==> config.mk <==
export PLATFORM = sky130hd
export DESIGN_NAME = chan_pack_fifo
export DESIGN_NICKNAME = d
export VERILOG_FILES = /design/src/rtl/chan_pack_pkg.sv /design/src/rtl/chan_pack_mem.sv /design/src/rtl/chan_pack_fifo.sv
export SDC_FILE = /design/constraint.sdc
export NUM_CORES = 1
export LEC_CHECK = 0
export CORE_MARGIN = 2
export CORE_UTILIZATION = 35
export CTS_BUF_LIST = sky130_fd_sc_hd__clkbuf_16
export DETAILED_ROUTE_END_ITERATION = 10
export HOLD_SLACK_MARGIN = 0.03
export PLACE_DENSITY = 0.68
export SKIP_LAST_GASP = 1
export SYNTH_ARGS = -nofsm -noshare
export SYNTH_HDL_FRONTEND = slang
export SYNTH_SLANG_ARGS = --single-unit
==> constraint.sdc <==
create_clock -name clock -period 2.65 [get_ports clock]
set_input_delay 0.3975 -clock clock [delete_from_list [all_inputs] [get_ports clock]]
set_output_delay 0.3975 -clock clock [all_outputs]
set_load 0.01 [all_outputs]
==> src/rtl/chan_pack_pkg.sv <==
// Shared constants and channel packing helpers for the chan_pack FIFO.
// Helpers work on the widest legal channel count; callers pad or slice to M.
package chan_pack_pkg;

    localparam int M_DEF     = 2;
    localparam int DEPTH_DEF = 4;
    localparam int CW_DEF    = 8;
    localparam int CHAN_MAX  = 64;

    typedef logic chan_arr_t [CHAN_MAX];
    typedef logic [0:CHAN_MAX-1] chan_vec_t;

    // Element i lands in bit i, so element 0 becomes the MSB.
    function automatic chan_vec_t pack_chan(input chan_arr_t a);
        chan_vec_t v;
        for (int i = 0; i < CHAN_MAX; i++) v[i] = a[i];
        return v;
    endfunction

    function automatic chan_arr_t unpack_chan(input chan_vec_t v);
        chan_arr_t a;
        for (int i = 0; i < CHAN_MAX; i++) a[i] = v[i];
        return a;
    endfunction

endpackage

==> src/rtl/chan_pack_mem.sv <==
// DEPTH x M storage: one synchronous write port, one asynchronous read port.
// Contents are not reset; validity is tracked by the FIFO control logic.
module chan_pack_mem
    import chan_pack_pkg::*;
#(
    parameter int M     = M_DEF,
    parameter int DEPTH = DEPTH_DEF,
    parameter int AW    = $clog2(DEPTH)
) (
    input  logic          clock,
    input  logic          we,
    input  logic [AW-1:0] waddr,
    input  logic [0:M-1]  wdata,
    input  logic [AW-1:0] raddr,
    output logic [0:M-1]  rdata
);

    logic [0:M-1] mem [DEPTH];

    always_ff @(posedge clock) begin
        if (we) mem[waddr] <= wdata;
    end

    assign rdata = mem[raddr];

endmodule

==> src/rtl/chan_pack_fifo.sv <==
// FIFO of M-bit channel samples with a sticky overflow flag.
// Define CHAN_PACK_OVF_CNT_EN to add the saturating ovf_cnt dropped-sample counter.
module chan_pack_fifo
    import chan_pack_pkg::*;
#(
    parameter int M     = M_DEF,
    parameter int DEPTH = DEPTH_DEF,
    parameter int CW    = CW_DEF
) (
    input  logic                         clock,
    input  logic                         rstn,
    input  logic                         flush,
    input  logic                         d_valid,
    input  logic                         d [M],
    output logic                         d_ready,
    output logic                         q_valid,
    input  logic                         q_ready,
    output logic [0:M-1]                 q,
    output logic                         q_arr [M],
    output logic [$clog2(DEPTH+1)-1:0]   count,
    output logic                         overflow
`ifdef CHAN_PACK_OVF_CNT_EN
    ,
    output logic [CW-1:0]                ovf_cnt
`endif
);

    localparam int AW   = $clog2(DEPTH);
    localparam int CNTW = $clog2(DEPTH+1);

    logic [AW-1:0] wptr, rptr;
    logic          full, wr_en, rd_en, drop, mem_we;
    logic [0:M-1]  wdata, rdata;
    chan_arr_t     d_full;
    chan_vec_t     d_vec;
    logic          unused_pad;

    for (genvar i = 0; i < CHAN_MAX; i++) begin : g_pad
        if (i < M) begin : g_used
            assign d_full[i] = d[i];
        end else begin : g_zero
            assign d_full[i] = 1'b0;
        end
    end

    assign d_vec      = pack_chan(d_full);
    assign wdata      = d_vec[0:M-1];
    assign unused_pad = ^d_vec;

    assign full    = (count == CNTW'(DEPTH));
    assign d_ready = ~full;
    assign q_valid = (count != '0);
    assign wr_en   = d_valid & d_ready;
    assign rd_en   = q_valid & q_ready;
    // A full FIFO drops the sample even when a read frees a slot this cycle.
    assign drop    = d_valid & full;
    assign mem_we  = wr_en & rstn & ~flush;

    chan_pack_mem #(
        .M     (M),
        .DEPTH (DEPTH),
        .AW    (AW)
    ) u_mem (
        .clock (clock),
        .we    (mem_we),
        .waddr (wptr),
        .wdata (wdata),
        .raddr (rptr),
        .rdata (rdata)
    );

    always_ff @(posedge clock) begin
        if (!rstn || flush) begin
            wptr     <= '0;
            rptr     <= '0;
            count    <= '0;
            overflow <= 1'b0;
        end else begin
            if (wr_en) wptr <= wptr + 1'b1;
            if (rd_en) rptr <= rptr + 1'b1;
            if (wr_en && !rd_en)      count <= count + 1'b1;
            else if (rd_en && !wr_en) count <= count - 1'b1;
            if (drop) overflow <= 1'b1;
        end
    end

`ifdef CHAN_PACK_OVF_CNT_EN
    function automatic logic [CW-1:0] sat_inc(input logic [CW-1:0] v);
        return (&v) ? v : v + 1'b1;
    endfunction

    // Survives flush; only reset clears the lifetime drop count.
    always_ff @(posedge clock) begin
        if (!rstn)              ovf_cnt <= '0;
        else if (drop && !flush) ovf_cnt <= sat_inc(ovf_cnt);
    end
`endif

    assign q = q_valid ? rdata : '0;

    for (genvar i = 0; i < M; i++) begin : g_qarr
        assign q_arr[i] = q[i];
    end

endmodule

==> results of run 1 <==
-- stage by stage --
stage | utilization | total power (uW) | std cells
2_1_floorplan | - | 397 | 67
3_3_place_gp | 0.454 | 453 | 109
3_5_place_dp | 0.454 | 455 | 109
4_1_cts | 0.490 | 756 | 113
5_1_grt | 0.490 | 791 | 113
6_report | 0.490 | 746 | 113
-- power by group through the flow --
stage               clock network, uW  logic [uW]  registers, uW
floorplan                           0        76.0            321
global placement                    0         132            321
detailed placement                  0         134            321
CTS                               306         135            316
global route                      324         149            317
finish                            297         133            315
-- worst paths after layout --
path | endpoint | slack (ns) | cells after the start | start
setup / recovery | q_arr[1] | 0.47 | 3 | register
hold / removal | overflow | 0.48 | 2 | overflow
setup reg to reg | count[2] | 0.55 | 7 | count[1]
hold reg to reg | overflow | 0.48 | 2 | overflow
-- cells in the final DEF (no fill, tap or decap), types with 2 or more instances in the layout --
| cell | instances |
|---|---|
| clkdlybuf4s50_1 | 16 |
| dfxtp_1 | 10 |
| edfxtp_1 | 8 |
| nor2_1 | 6 |
| ha_1 | 5 |
| inv_1 | 4 |
| and3_1 | 4 |
| xor2_1 | 4 |
| a21oi_1 | 3 |
| clkbuf_16 | 3 |
| inv_2 | 2 |
| o31ai_2 | 2 |
| or3_1 | 2 |
| mux4_2 | 2 |
| and2_1 | 2 |
-- routing by layer --
| layer | global-route usage | part of all wire | vias to the layer above |
|---|---|---|---|
| met1 | 0.152 | 0.47 | 246 |
| met4 | 0.0769 | 0.027 | 0 |
| met3 | 0.0343 | 0.045 | 4 |
| met5 | 0 | 0 | - |
| li1 | - | - | 271 |
| met2 | 0.173 | 0.46 | 14 |
-- kinds of logic (layout without fill, tap and decap cells) --
group	Yosys count	count (layout)	share of synthesized area
compound gates	8	8	0.0708
xor+xnor	4	4	0.0422
fa+ha+maj	6	6	0.0994
buf+inv	8	26	0.0452
flops	18	18	0.530
mux	3	3	0.0663
simple gates	20	20	0.146
-- worst max-delay path, cell delays in order (launching register included) --
cell,delay [ns]
dfxtp_1,0.38
mux4_2,0.50
and2_1,0.18
clkdlybuf4s50_1,0.48
-- cell type report --
type | instances | area (um^2) | area share
Timing Repair Buffer | 17 | 168 | 0.153
Sequential cell | 18 | 440 | 0.403
Inverter | 5 | 18.8 | 0.0172
Tap cell | 28 | 35.0 | 0.0320
Multi-Input combinational cell | 41 | 353 | 0.323
Clock inverter | 1 | 3.75 | 0.00343
Clock buffer | 3 | 75.1 | 0.0686
==> out/qor.yml, run 1 <==
status:
  status: "completed"
clocking:
  clock_path_buffers: 2
  tritoncts: "done"
  cts_buffers: 3
  cts_root_buffer: "clkbuf_16"
  post_cts_resized: 0
  cts_hold_buf: 0
  clock_sinks: 18
  cts_setup_buffers: 0
  cts.clk_slew.worst_paths_ns: 0.05
  htree_levels: 1
  clkLatencyLatePin_ns: 0.24
final_layout:
  layout.nets: 99
  num_antenna_cells: 0
  drive_above_1_share: 0.141
  fillers: 214
  areaGrowthSynthToFinish_pct: 31.6
  fin_area_um2: 1090
sta:
  post-route-period-util: 0.821
  setup_viol: 0
  fin_hold_ws_ns: 0.480
  fin_tns_setup_ns: 0
  slew_headroom: 0.747
  finalHoldViolCount: 0
  slew_viol_final: 0
  grt_setup_unrepaired: "no"
  timing.final.crit_period_ns: 2.18
  fin_ws_ns: 0.473
  fin_worst_skew_ns: 0.000901
  clock.fmax_mhz: 459
  tightestPinTransition_ns: 0.379
global_routing:
  grt-ovfl-total: 0
  grt_pass1_vias: 518
  grtUsageTotal: 0.119
  grt_pass1_wl_mm: 2.30
  grt_max_degree: 11
  antenna_found_initial: 0
power_and_ir_drop:
  swShare: 0.227
  p_int_uw: 576
  p_switching_uw: 169
  clockPowerShare: 0.398
  p_per_area_nw_per_um2: 682
  p_seq_frac: 0.423
  share_comb_of_total_power: 0.179
  leakage_uw: 0.000425
  peakVddDrop_uv: 431
placement:
  dp_slack_ns: 0.236
  placed_area_um2: 1010
  io_buffers: 16
  hpwl_mm: 1.04
  place_congestion: 0.781
detailed_routing:
  detail_route.iter0.violations: 4
  drc_errors: 0
  vias: 535
  ant_nets: 0
  dr.pass1.iters: 4
  wirelength_mm: 1.30
  wl_per_cell_um: 11.5
  viasPerCell: 4.73
floorplan:
  start_util: 0.372
  core_um2: 2230
  die_h_um: 52.7
  rows: 17
  die-width_um: 52.7
  die-area_um2: 2780
  ios: 17
logic_synthesis:
  synth_area_leaders: "edfxtp_1 29%, dfxtp_1 24%, ha_1 7.5%"
  synth.top_cell.area_share: 0.289
  synth_cell_type_count: 26
  synthArstFlopShare: 0
  ys_seq_elements: 18
  syn-cell-area_um2: 831
  synthCells: 67
  synth-edff-count: 8
  yosysSeqAreaShare: 0.530
  yosysTopAreaCell: "edfxtp_1"
  synth_top_flop_cell: "dfxtp_1"
  syn_nets: 80
  yosysMostFrequentCell: "dfxtp_1"
  yosys_warnings: 0
  synth.avg_cell_area_um2: 12.4
  ys_top_cells_by_count: "10 x dfxtp_1, 8 x edfxtp_1, 6 x nor2_1, 5 x ha_1"
critical_path:
  path_class: "register to output port"
  cp-end-kind: "output port"
  cp_data_required_time_ns: 2.25
  crit_fanout: 2
  cp.arrival_ns: 1.78
  cp-start-kind: "register"
flow_run:
  maxCapViolCount: 0
hold_path:
  hold_path_class: "register to register"
Note: power is estimated with default switching activity, not from simulation.
==> inputs of run 2 (changes only) <==
- PLACE_DENSITY: 0.68 -> 0.7
- clock period: 2.65 -> 1.8 ns (I/O delays scaled with it)
==> run 2 against run 1 <==
Combinational power up 83%. Wire length increased by 8.7%. Critical path type is now input port to register. Clock skew is 0.0051 ns higher. Setup slack got worse by 0.56 ns. Final area increased by 9.2%. The run now ends with negative setup slack left. Via count is 9.2% higher. Sequential power increased by 46%. Highest routed layer unchanged. Clock power increased by 47%.
==> out/qor.yml, run 2 (same netlist as run 1, synthesis figures left out) <==
status:
  status: "finished, violations left"
  violations: "negative setup slack"
floorplan:
  die-area_um2: 2780
  ios: 17
  core_um2: 2230
  die-width_um: 52.7
  start_util: 0.372
  rows: 17
  die_h_um: 52.7
sta:
  fin_hold_ws_ns: 0.469
  timing.final.crit_period_ns: 1.89
  clock.fmax_mhz: 530
  slew_headroom: 0.745
  tightestPinTransition_ns: 0.382
  post-route-period-util: 1.05
  finalHoldViolCount: 0
  grt_setup_unrepaired: "yes"
  fin_ws_ns: -0.0873
  slew_viol_final: 0
  fin_worst_skew_ns: 0.00601
  setup_viol: 1
clocking:
  cts_buffers: 3
  clkLatencyLatePin_ns: 0.25
  clock_path_buffers: 2
  htree_levels: 1
  cts_hold_buf: 0
  cts.clk_slew.worst_paths_ns: 0.05
  cts_root_buffer: "clkbuf_16"
  clock_sinks: 18
  tritoncts: "done"
power_and_ir_drop:
  share_comb_of_total_power: 0.214
  p_per_area_nw_per_um2: 956
  p_switching_uw: 264
  swShare: 0.231
  clockPowerShare: 0.382
  leakage_uw: 0.000490
  p_int_uw: 877
  peakVddDrop_uv: 499
  p_seq_frac: 0.404
detailed_routing:
  vias: 584
  dr.pass1.iters: 4
  drc_errors: 0
  wirelength_mm: 1.42
  viasPerCell: 4.67
  ant_nets: 0
  wl_per_cell_um: 11.3
  detail_route.iter0.violations: 7
final_layout:
  final_common_cell: "buf_4"
  layout_common_cells: "13 x buf_4, 10 x clkdlybuf4s50_1, 8 x edfxtp_1, 6 x nor2_1, 6 x dfxtp_1"
  num_antenna_cells: 0
  layout.nets: 111
  fin_area_um2: 1190
  areaGrowthSynthToFinish_pct: 43.7
  drive_above_1_share: 0.371
global_routing:
  grt_max_degree: 11
  grt_pass1_wl_mm: 2.42
  grt_pass1_vias: 583
  antenna_found_initial: 0
  grt-ovfl-total: 0
  grtUsageTotal: 0.126
critical_path:
  path_class: "input port to register"
  crit_buf_inv: 3
  cp-start-kind: "input port"
  path_delay_family: "buffers and inverters"
  cp.arrival_ns: 2.06
  cp-end-kind: "register"
  cp_data_required_time_ns: 1.97
  crit_chain: "clkdlybuf4s50_1 -> inv_1 -> nor2_2 -> ha_2 -> inv_2 -> fa_2 -> xor2_1 -> or3_1 -> a21oi_2"
  cpPeakStageDelay_ns: 0.48
  crit_fanout: 2
  cpMaxStageDelayCell: "clkdlybuf4s50_1"
placement:
  placed_area_um2: 1110
  place_congestion: 0.758
  hpwl_mm: 1.14
  io_buffers: 16
hold_path:
  hold_path_class: "register to register"
flow_run:
  maxCapViolCount: 0
==> run 2: worst min-delay path, stage by stage (launching register included) <==
cell and delay, ns:
dfxtp_1 0.32, a21oi_1 0.04, nor2_1 0.07
==> run 2: final cells by class <==
type,count,area (um^2)
tap,28,35.0
fill,218,1040
multi-input combinational,41,375
timing repair buffer,29,235
clock buffer,3,75.1
sequential,18,450
inverter,5,18.8
clock inverter,1,3.75
==> run 2: per-layer routing <==
| metal | share of wire | up-vias | global-route usage |
|---|---|---|---|
| met4 | 0.018 | 0 | 0.0897 |
| li1 | - | 296 | - |
| met1 | 0.42 | 268 | 0.139 |
| met3 | 0.052 | 4 | 0.0257 |
| met5 | 0 | - | 0 |
| met2 | 0.51 | 16 | 0.215 |
==> run 2: worst paths after layout <==
kind             from       end  slack, ns  depth (start not counted)
max           d_valid  count[2]      -0.09                          9
min          overflow  overflow       0.47                          2
max reg2reg  count[1]  count[2]      -0.08                          7
min reg2reg  overflow  overflow       0.47                          2
==> run 2: power groups by stage <==
stage                     combinational, uW  clock [uW]  sequential [uW]
after floorplan                         115           0              474
after CTS                               251         450              461
after global routing                    270         470              463
final                                   244         436              461
after global placement                  244           0              467
after detailed placement                248           0              468
==> run 2: through the flow <==
stage          instances   util  setup TNS, ns  worst slack (ns)  total power [uW]
2_1_floorplan         67      -        -0.0994           -0.0994               589
3_3_place_gp         120  0.496         -0.364            -0.294               711
3_5_place_dp         120  0.496         -0.525            -0.378               717
4_1_cts              125  0.542         -0.159            -0.109              1160
5_1_grt              125  0.534         -0.207            -0.178              1200
6_report             125  0.534        -0.0873           -0.0873              1140
==> run 2: repair_timing <==
item | CTS | global route
gates resized for setup | 15 | 7
pin swaps | 0 | 1
setup endpoints to repair | 7 | 6
buffers inserted | 1 | 0
==> inputs of run 3 (changes only) <==
- TNS_END_PERCENT: unset -> 100
==> results of run 3 <==
Same layout as run 2: the final DEF is identical, and so are final timing and power.
